--- config.mk ---
export PLATFORM = sky130hd
export DESIGN_NAME = decode_cycle_flat
export DESIGN_NICKNAME = d
export VERILOG_FILES = /design/src/rtl/decode_cycle_if.sv /design/src/rtl/decode_cycle.sv /design/src/flat_wrapper.sv
export SDC_FILE = /design/constraint.sdc
export NUM_CORES = 2
export LEC_CHECK = 0
export ABC_AREA = 1
export BUFFER_PORTS_ARGS = -buffer_cell sky130_fd_sc_hd__buf_2
export CELL_PAD_IN_SITES_DETAIL_PLACEMENT = 0
export CELL_PAD_IN_SITES_GLOBAL_PLACEMENT = 1
export CORE_MARGIN = 2
export CORE_UTILIZATION = 42
export CTS_BUF_LIST = sky130_fd_sc_hd__clkbuf_8
export DETAILED_ROUTE_END_ITERATION = 12
export PLACE_DENSITY_LB_ADDON = 0.25
export SLEW_MARGIN = 20
export SYNTH_ARGS = -nofsm -noshare
export SYNTH_HDL_FRONTEND = slang
export SYNTH_SLANG_ARGS = --single-unit
--- constraint.sdc ---
create_clock -name clk -period 40.3 [get_ports clk]
set_input_delay 6.045 -clock clk [delete_from_list [all_inputs] [get_ports clk]]
set_output_delay 6.045 -clock clk [all_outputs]
set_load 0.005 [all_outputs]
--- src/rtl/decode_cycle_if.sv ---
// IF/ID, writeback and ID/EX signal bundle for the RV32I decode stage.
// The slave side is the decode stage; the master side drives it and consumes the E outputs.
interface decode_cycle_if #(
  parameter int unsigned XLEN = 32
);
  logic [31:0]     InstrD;
  logic [XLEN-1:0] PCD;
  logic [XLEN-1:0] PCPlus4D;
  logic            FlushE;
  logic            RegWriteW;
  logic [4:0]      RdW;
  logic [XLEN-1:0] ResultW;

  logic            RegWriteE;
  logic            MemWriteE;
  logic            JumpE;
  logic            BranchE;
  logic            ALUSrcE;
  logic [1:0]      ResultSrcE;
  logic [2:0]      ALUControlE;
  logic [XLEN-1:0] RD1E;
  logic [XLEN-1:0] RD2E;
  logic [XLEN-1:0] ImmExtE;
  logic [4:0]      Rs1E;
  logic [4:0]      Rs2E;
  logic [4:0]      RdE;
  logic [XLEN-1:0] PCE;
  logic [XLEN-1:0] PCPlus4E;

  modport master (
    output InstrD, PCD, PCPlus4D, FlushE, RegWriteW, RdW, ResultW,
    input  RegWriteE, MemWriteE, JumpE, BranchE, ALUSrcE, ResultSrcE, ALUControlE,
    input  RD1E, RD2E, ImmExtE, Rs1E, Rs2E, RdE, PCE, PCPlus4E
  );

  modport slave (
    input  InstrD, PCD, PCPlus4D, FlushE, RegWriteW, RdW, ResultW,
    output RegWriteE, MemWriteE, JumpE, BranchE, ALUSrcE, ResultSrcE, ALUControlE,
    output RD1E, RD2E, ImmExtE, Rs1E, Rs2E, RdE, PCE, PCPlus4E
  );
endinterface

--- src/rtl/decode_cycle.sv ---
// RV32I decode stage: control decode, register file with writeback bypass,
// immediate extension and the ID/EX pipeline register.
module decode_cycle #(
  parameter int unsigned XLEN  = 32,
  parameter int unsigned NREGS = 32
) (
  input logic           clk,
  input logic           rst,
  decode_cycle_if.slave bus
);
  typedef enum logic [1:0] {IMM_I, IMM_S, IMM_B, IMM_J} imm_src_e;
  typedef enum logic [1:0] {ALUOP_ADD = 2'b00, ALUOP_SUB = 2'b01, ALUOP_FUNCT = 2'b10} alu_op_e;
  typedef enum logic [2:0] {
    ALU_ADD = 3'b000, ALU_SUB = 3'b001, ALU_AND = 3'b010, ALU_OR = 3'b011, ALU_SLT = 3'b101
  } alu_ctrl_e;
  typedef enum logic [6:0] {
    OP_LW = 7'b0000011, OP_SW = 7'b0100011, OP_R = 7'b0110011,
    OP_BEQ = 7'b1100011, OP_I = 7'b0010011, OP_JAL = 7'b1101111
  } opcode_e;

  logic [31:0] instr;
  logic [6:0]  op;
  logic [2:0]  f3;
  logic        f7b5;
  logic [4:0]  rs1, rs2, rd;

  assign instr = bus.InstrD;
  assign op    = instr[6:0];
  assign f3    = instr[14:12];
  assign f7b5  = instr[30];
  assign rs1   = instr[19:15];
  assign rs2   = instr[24:20];
  assign rd    = instr[11:7];

  logic       reg_write_d, mem_write_d, jump_d, branch_d, alu_src_d;
  logic [1:0] result_src_d;
  imm_src_e   imm_src;
  alu_op_e    alu_op;
  alu_ctrl_e  alu_ctrl_d;

  always_comb begin
    reg_write_d  = 1'b0;
    mem_write_d  = 1'b0;
    jump_d       = 1'b0;
    branch_d     = 1'b0;
    alu_src_d    = 1'b0;
    result_src_d = 2'b00;
    imm_src      = IMM_I;
    alu_op       = ALUOP_ADD;
    case (op)
      OP_LW:  begin reg_write_d = 1'b1; alu_src_d = 1'b1; result_src_d = 2'b01; end
      OP_SW:  begin mem_write_d = 1'b1; alu_src_d = 1'b1; imm_src = IMM_S; end
      OP_R:   begin reg_write_d = 1'b1; alu_op = ALUOP_FUNCT; end
      OP_BEQ: begin branch_d = 1'b1; imm_src = IMM_B; alu_op = ALUOP_SUB; end
      OP_I:   begin reg_write_d = 1'b1; alu_src_d = 1'b1; alu_op = ALUOP_FUNCT; end
      OP_JAL: begin reg_write_d = 1'b1; jump_d = 1'b1; result_src_d = 2'b10; imm_src = IMM_J; end
      default: ;
    endcase
  end

  always_comb begin
    alu_ctrl_d = ALU_ADD;
    case (alu_op)
      ALUOP_SUB: alu_ctrl_d = ALU_SUB;
      ALUOP_FUNCT: begin
        case (f3)
          3'b000:  alu_ctrl_d = (op[5] && f7b5) ? ALU_SUB : ALU_ADD;
          3'b010:  alu_ctrl_d = ALU_SLT;
          3'b110:  alu_ctrl_d = ALU_OR;
          3'b111:  alu_ctrl_d = ALU_AND;
          default: alu_ctrl_d = ALU_ADD;
        endcase
      end
      default: ;
    endcase
  end

  logic [XLEN-1:0] imm_ext;

  always_comb begin
    imm_ext = '0;
    case (imm_src)
      IMM_I: imm_ext = {{(XLEN-12){instr[31]}}, instr[31:20]};
      IMM_S: imm_ext = {{(XLEN-12){instr[31]}}, instr[31:25], instr[11:7]};
      IMM_B: imm_ext = {{(XLEN-12){instr[31]}}, instr[7], instr[30:25], instr[11:8], 1'b0};
      IMM_J: imm_ext = {{(XLEN-20){instr[31]}}, instr[19:12], instr[20], instr[30:21], 1'b0};
      default: imm_ext = '0;
    endcase
  end

  logic [XLEN-1:0] rf_q [NREGS];
  logic            wb_en;
  logic [XLEN-1:0] rd1, rd2;

  assign wb_en = bus.RegWriteW && (bus.RdW != '0);

  always_ff @(posedge clk or posedge rst) begin
    if (rst) begin
      for (int unsigned i = 0; i < NREGS; i++) rf_q[i] <= '0;
    end else if (wb_en) begin
      rf_q[bus.RdW] <= bus.ResultW;
    end
  end

  // Writeback in the same cycle is visible to the read (register file written late in W).
  always_comb begin
    rd1 = (wb_en && bus.RdW == rs1) ? bus.ResultW : rf_q[rs1];
    rd2 = (wb_en && bus.RdW == rs2) ? bus.ResultW : rf_q[rs2];
    if (rs1 == '0) rd1 = '0;
    if (rs2 == '0) rd2 = '0;
  end

  logic            reg_write_q, mem_write_q, jump_q, branch_q, alu_src_q;
  logic [1:0]      result_src_q;
  logic [2:0]      alu_ctrl_q;
  logic [4:0]      rs1_q, rs2_q, rd_q;
  logic [XLEN-1:0] rd1_q, rd2_q, imm_q, pc_q, pc_plus4_q;

  always_ff @(posedge clk or posedge rst) begin
    if (rst) begin
      reg_write_q  <= 1'b0;
      mem_write_q  <= 1'b0;
      jump_q       <= 1'b0;
      branch_q     <= 1'b0;
      alu_src_q    <= 1'b0;
      result_src_q <= '0;
      alu_ctrl_q   <= '0;
      rs1_q        <= '0;
      rs2_q        <= '0;
      rd_q         <= '0;
      rd1_q        <= '0;
      rd2_q        <= '0;
      imm_q        <= '0;
      pc_q         <= '0;
      pc_plus4_q   <= '0;
    end else begin
      if (bus.FlushE) begin
        reg_write_q  <= 1'b0;
        mem_write_q  <= 1'b0;
        jump_q       <= 1'b0;
        branch_q     <= 1'b0;
        alu_src_q    <= 1'b0;
        result_src_q <= '0;
        alu_ctrl_q   <= '0;
        rs1_q        <= '0;
        rs2_q        <= '0;
        rd_q         <= '0;
      end else begin
        reg_write_q  <= reg_write_d;
        mem_write_q  <= mem_write_d;
        jump_q       <= jump_d;
        branch_q     <= branch_d;
        alu_src_q    <= alu_src_d;
        result_src_q <= result_src_d;
        alu_ctrl_q   <= alu_ctrl_d;
        rs1_q        <= rs1;
        rs2_q        <= rs2;
        rd_q         <= rd;
      end
      rd1_q      <= rd1;
      rd2_q      <= rd2;
      imm_q      <= imm_ext;
      pc_q       <= bus.PCD;
      pc_plus4_q <= bus.PCPlus4D;
    end
  end

  assign bus.RegWriteE   = reg_write_q;
  assign bus.MemWriteE   = mem_write_q;
  assign bus.JumpE       = jump_q;
  assign bus.BranchE     = branch_q;
  assign bus.ALUSrcE     = alu_src_q;
  assign bus.ResultSrcE  = result_src_q;
  assign bus.ALUControlE = alu_ctrl_q;
  assign bus.Rs1E        = rs1_q;
  assign bus.Rs2E        = rs2_q;
  assign bus.RdE         = rd_q;
  assign bus.RD1E        = rd1_q;
  assign bus.RD2E        = rd2_q;
  assign bus.ImmExtE     = imm_q;
  assign bus.PCE         = pc_q;
  assign bus.PCPlus4E    = pc_plus4_q;
endmodule

--- src/flat_wrapper.sv ---
// flat-port wrapper written by rule: the top's interface ports become plain ports
module decode_cycle_flat 
#(
  parameter int unsigned XLEN  = 32,
  parameter int unsigned NREGS = 32
)
  (clk, rst, bus_InstrD, bus_PCD, bus_PCPlus4D, bus_FlushE, bus_RegWriteW, bus_RdW, bus_ResultW, bus_RegWriteE, bus_MemWriteE, bus_JumpE, bus_BranchE, bus_ALUSrcE, bus_ResultSrcE, bus_ALUControlE, bus_RD1E, bus_RD2E, bus_ImmExtE, bus_Rs1E, bus_Rs2E, bus_RdE, bus_PCE, bus_PCPlus4E);
  decode_cycle_if #(.XLEN(XLEN)) bus_i ();
  input logic clk;
  input logic rst;
  input wire logic [$bits(bus_i.InstrD)-1:0] bus_InstrD;
  input wire logic [$bits(bus_i.PCD)-1:0] bus_PCD;
  input wire logic [$bits(bus_i.PCPlus4D)-1:0] bus_PCPlus4D;
  input wire logic [$bits(bus_i.FlushE)-1:0] bus_FlushE;
  input wire logic [$bits(bus_i.RegWriteW)-1:0] bus_RegWriteW;
  input wire logic [$bits(bus_i.RdW)-1:0] bus_RdW;
  input wire logic [$bits(bus_i.ResultW)-1:0] bus_ResultW;
  output wire logic [$bits(bus_i.RegWriteE)-1:0] bus_RegWriteE;
  output wire logic [$bits(bus_i.MemWriteE)-1:0] bus_MemWriteE;
  output wire logic [$bits(bus_i.JumpE)-1:0] bus_JumpE;
  output wire logic [$bits(bus_i.BranchE)-1:0] bus_BranchE;
  output wire logic [$bits(bus_i.ALUSrcE)-1:0] bus_ALUSrcE;
  output wire logic [$bits(bus_i.ResultSrcE)-1:0] bus_ResultSrcE;
  output wire logic [$bits(bus_i.ALUControlE)-1:0] bus_ALUControlE;
  output wire logic [$bits(bus_i.RD1E)-1:0] bus_RD1E;
  output wire logic [$bits(bus_i.RD2E)-1:0] bus_RD2E;
  output wire logic [$bits(bus_i.ImmExtE)-1:0] bus_ImmExtE;
  output wire logic [$bits(bus_i.Rs1E)-1:0] bus_Rs1E;
  output wire logic [$bits(bus_i.Rs2E)-1:0] bus_Rs2E;
  output wire logic [$bits(bus_i.RdE)-1:0] bus_RdE;
  output wire logic [$bits(bus_i.PCE)-1:0] bus_PCE;
  output wire logic [$bits(bus_i.PCPlus4E)-1:0] bus_PCPlus4E;
  assign bus_i.InstrD = bus_InstrD;
  assign bus_i.PCD = bus_PCD;
  assign bus_i.PCPlus4D = bus_PCPlus4D;
  assign bus_i.FlushE = bus_FlushE;
  assign bus_i.RegWriteW = bus_RegWriteW;
  assign bus_i.RdW = bus_RdW;
  assign bus_i.ResultW = bus_ResultW;
  assign bus_RegWriteE = bus_i.RegWriteE;
  assign bus_MemWriteE = bus_i.MemWriteE;
  assign bus_JumpE = bus_i.JumpE;
  assign bus_BranchE = bus_i.BranchE;
  assign bus_ALUSrcE = bus_i.ALUSrcE;
  assign bus_ResultSrcE = bus_i.ResultSrcE;
  assign bus_ALUControlE = bus_i.ALUControlE;
  assign bus_RD1E = bus_i.RD1E;
  assign bus_RD2E = bus_i.RD2E;
  assign bus_ImmExtE = bus_i.ImmExtE;
  assign bus_Rs1E = bus_i.Rs1E;
  assign bus_Rs2E = bus_i.Rs2E;
  assign bus_RdE = bus_i.RdE;
  assign bus_PCE = bus_i.PCE;
  assign bus_PCPlus4E = bus_i.PCPlus4E;
  decode_cycle #(.XLEN(XLEN), .NREGS(NREGS)) u_core (.clk(clk), .rst(rst), .bus(bus_i));
endmodule
==> results by group <==
Routing
  • DRT Pass-1 Iters: 6
  • DRT antenna net count: 0
  • DRC: 0
  • Routed vias: 62600
  • Routed wire length: about 270000 um
  • DR vias/cell: roughly 5.6
  • WL/cell: ~24 um
  • Iter 0 DRT Violations: 7931

Floorplan
  • Initial core utilization: 0.422
  • Die area: 0.156 mm^2
  • Chip width: slightly below 400 um
  • Die Ht: slightly below 400 um
  • Num rows: roughly 140
  • Io pins: 322
  • Core ar.: about 0.15 mm^2

Global route
  • Vias in the first global route: just under 60000
  • Largest net degree at the start of global routing: just over 200
  • First-pass GRT wire length: 391000 um
  • Initial antenna violation count: 29
  • Total gr overflow: 0
  • GRT Util Overall: 0.336

Yosys
  • Syn avg cell area: between 7 and 8 um^2
  • Most common cell in the netlist: nand2_1
  • Top cells by count, synth: 3138 x nand2_1, 1197 x dfrtp_1, 1129 x o21ai_0
  • Post-Syn Instances: slightly above 9000
  • Cell accounting for the most synthesized area: dfrtp_1
  • Ys async rst share: 1.00
  • Netlist cell types: 27
  • Mapped Nets: ~9000
  • Post-synth EDFFs: 0
  • Top cells by area, synth: dfrtp_1 47%, nand2_1 18%, o21ai_0 8.8%
  • Synth Warn #: 0
  • Synth Cell Area: ~0.064 mm^2
  • Top_reg_cell synth: dfrtp_1
  • Seq/Total Area, Yosys: 0.468
  • Yosys top cell area share: 0.468
  • Synth Register Bits: 1197

Layout
  • # fillers: roughly 16000
  • Layout cells sized above 1: 0.0868
  • Post-Route Utilization: 0.466
  • Area growth, synth to finish: 10.5%
  • Nets: between 9000 and 10000

Clock network
  • Clk root buf: clkbuf_8
  • Num CTS Buffers: 211
  • CTS H-tree lvls: 4
  • Longest Clk Path Bufs: 3
  • CTS tree: built
  • Worst-Skew Late Latency: ~0.95 ns
  • Clock sink total: 1197
  • Post_cts resized: 0
  • Setup Fix Bufs, Post-CTS: 0
  • Clock transition at the registers of the reported paths: roughly 0.060 ns
  • Hold buffer count at cts: 0

Setup path
  • Startpoint types: primary input
  • Worst EP arrival: 9.94 ns
  • Setup crit end kind: register
  • Cell family with most CP delay: buffers and inverters
  • Most common cell on crit path: nor2_1
  • Worst path required time: 41.05 ns
  • CP cell instances: buf_8 > inv_8 > nand2_1 > nand4_1 > nor2_1 > nand3_2 > buf_4 > inv_1 > buf_4 > nor2_1 > nor2_1
  • CP bufs+invs: 5
  • R2R Setup Slk: ~38 ns
  • Reg2reg end: u_core.bus.RD2E[0]$_DFF_PP0_
  • Kind of critical path: primary input to register
  • Max stage delay on crit path: ~0.73 ns
  • FF-to-FF Start: u_core.rf_q[736]$_DFFE_PP0P_
  • CP max-delay cell: nor2_1
  • Reg2reg path depth: 10
  • Worst-path fanout max: 96

Power and ir drop
  • Combinational power share: 0.195
  • Switching share of power: 0.331
  • Leak: 35.5 nW
  • Clock share of power: 0.346
  • Psw: approximately 0.0011 W
  • Power Dens Cells: between 40 and 50 mW/mm^2
  • P_int: roughly 0.0023 W
  • Reg power frac: 0.459
  • Worst IR Drop VDD: 0.0000305 V

Worst hold path
  • Hold Path Depth: 0
  • Hold wc startpoint: u_core.rf_q[1002]$_DFFE_PP0P_
  • Hold WC Path Type: register to register
  • Hold path endpoint: u_core.rf_q[1002]$_DFFE_PP0P_

Timing
  • Final WS setup: approximately 31 ns
  • RSZ-0062 raised after global routing: false
  • Max-slew violations: 0
  • Minimum clock period after layout: between 9 and 10 ns
  • Worst Tran Pin Value: around 1.3 ns
  • Clk_skew: 0.0439 ns
  • Final setup vio count: 0
  • Final hold vios: 0
  • Max Freq: roughly 110 MHz
  • Period utilization: 0.228
  • Slew HR: 0.129
  • Hold WS: approximately 0.37 ns
  • Setup TNS: 0 ns

Placed design
  • Place WS: ~30 ns
  • Hpwl dp: roughly 140000 um
  • Buffers on Ports: roughly 320
  • Gpl congestion: roughly 0.84

Run status
  • Status: finished clean

Flow run
  • Max Cap Viol: 0
stage by stage:
step | cell area, um^2 | total power, W | instances
floorplan | 64000 | 0.00200 | 9104
global placement | 66300 | 0.00219 | 10800
detailed placement | 66400 | 0.00221 | 10800
CTS | 70700 | 0.00338 | 11200
global route | 70800 | 0.00356 | 11200
finish | 70800 | 0.00337 | 11200
power by group through the flow:
stage / Combinational [W] / Sequential [W] / Clock [W]
after detailed placement: 0.000648 / 0.00156 / 0
after floorplan: 0.000471 / 0.00153 / 0
final: 0.000656 / 0.00155 / 0.00116
after CTS: 0.000651 / 0.00154 / 0.00118
after global routing: 0.000753 / 0.00157 / 0.00124
after global placement: 0.000635 / 0.00156 / 0
per-layer routing:
| layer | share of wire | GRT usage |
|---|---|---|
| met1 | 0.42 | 0.458 |
| met2 | 0.44 | 0.524 |
| met3 | 0.095 | 0.0664 |
| met4 | 0.043 | 0.138 |
| met5 | 0.00036 | 0 |
final cells by class:
cell class / instances / area [um^2] / area share
multi-input combinational: 6311 / 28100 / 0.397
tap: 2030 / 2540 / 0.0359
inverter: 853 / 3250 / 0.0460
clock inverter: 113 / 606 / 0.00856
clock buffer: 269 / 3700 / 0.0523
antenna: 13 / 32.5 / 0.000460
timing repair buffer: 424 / 2550 / 0.0360
sequential: 1197 / 30000 / 0.423
worst max-delay path by stage:
stage	to	slack, ns	cells after the start	from
after floorplan	u_core.bus.ALUControlE[0]$_DFF_PP0_	0.53	1	rst
after global placement	u_core.rf_q[594]$_DFFE_PP0P_	30.13	6	rst
after detailed placement	u_core.rf_q[594]$_DFFE_PP0P_	30.12	6	rst
after CTS	u_core.rf_q[392]$_DFFE_PP0P_	31.16	6	rst
after global routing	u_core.rf_q[413]$_DFFE_PP0P_	30.76	6	rst
final	u_core.bus.RD2E[0]$_DFF_PP0_	31.11	11	bus_InstrD[20]
state kept, by name, summed over array words and instances (netlist names):
signal                  count
u_core.bus.ALUControlE      3
u_core.bus.ALUSrcE          1
u_core.bus.BranchE          1
u_core.bus.ImmExtE         21
u_core.bus.JumpE            1
u_core.bus.MemWriteE        1
u_core.bus.PCE             32
u_core.bus.PCPlus4E        32
u_core.bus.RD1E            32
u_core.bus.RD2E            32
u_core.bus.RdE              5
u_core.bus.RegWriteE        1
u_core.bus.ResultSrcE       1
u_core.bus.Rs1E             5
u_core.bus.Rs2E             5
u_core.rf_q              1024
cell families (layout without fill, tap and decap cells):
| family | Yosys count | count (layout) | share of synthesized area |
|---|---|---|---|
| simple gates | 4705 | 4705 | 0.300 |
| compound gates | 1600 | 1600 | 0.134 |
| buf+inv | 1596 | 1659 | 0.0971 |
| flops | 1197 | 1197 | 0.468 |
| xor+xnor | 4 | 4 | 0.000547 |
| fa+ha+maj | 2 | 2 | 0.000391 |
| other cells | 0 | 13 | 0 |
cells in the final DEF, fill, tap and decap left out, drive strengths merged:
cell,count
nand4,5
o2111ai,1
o21ai,1165
nand3,1128
o211ai,228
or2,5
bufinv,4
clkbuf,269
buf,424
clkinv,25
nor3,13
ha,2
dfrtp,1197
nor2,406
inv,934
clkinvlp,3
nand2,3146
nor4,2
xor2,4
a21oi,205
a31oi,1
diode,13
worst reg2reg max path, cell delays in order, from the launching register on:
cell and delay, ns:
dfrtp_1 0.37, inv_1 0.05, nand2_1 0.05, nand3_1 0.08
nand3_1 0.13, nand2_1 0.09, nand2_1 0.07, nand2_1 0.06
nor2_1 0.17, nor2_1 0.07, nor2_1 0.73
(Power assumes the default switching activity.)
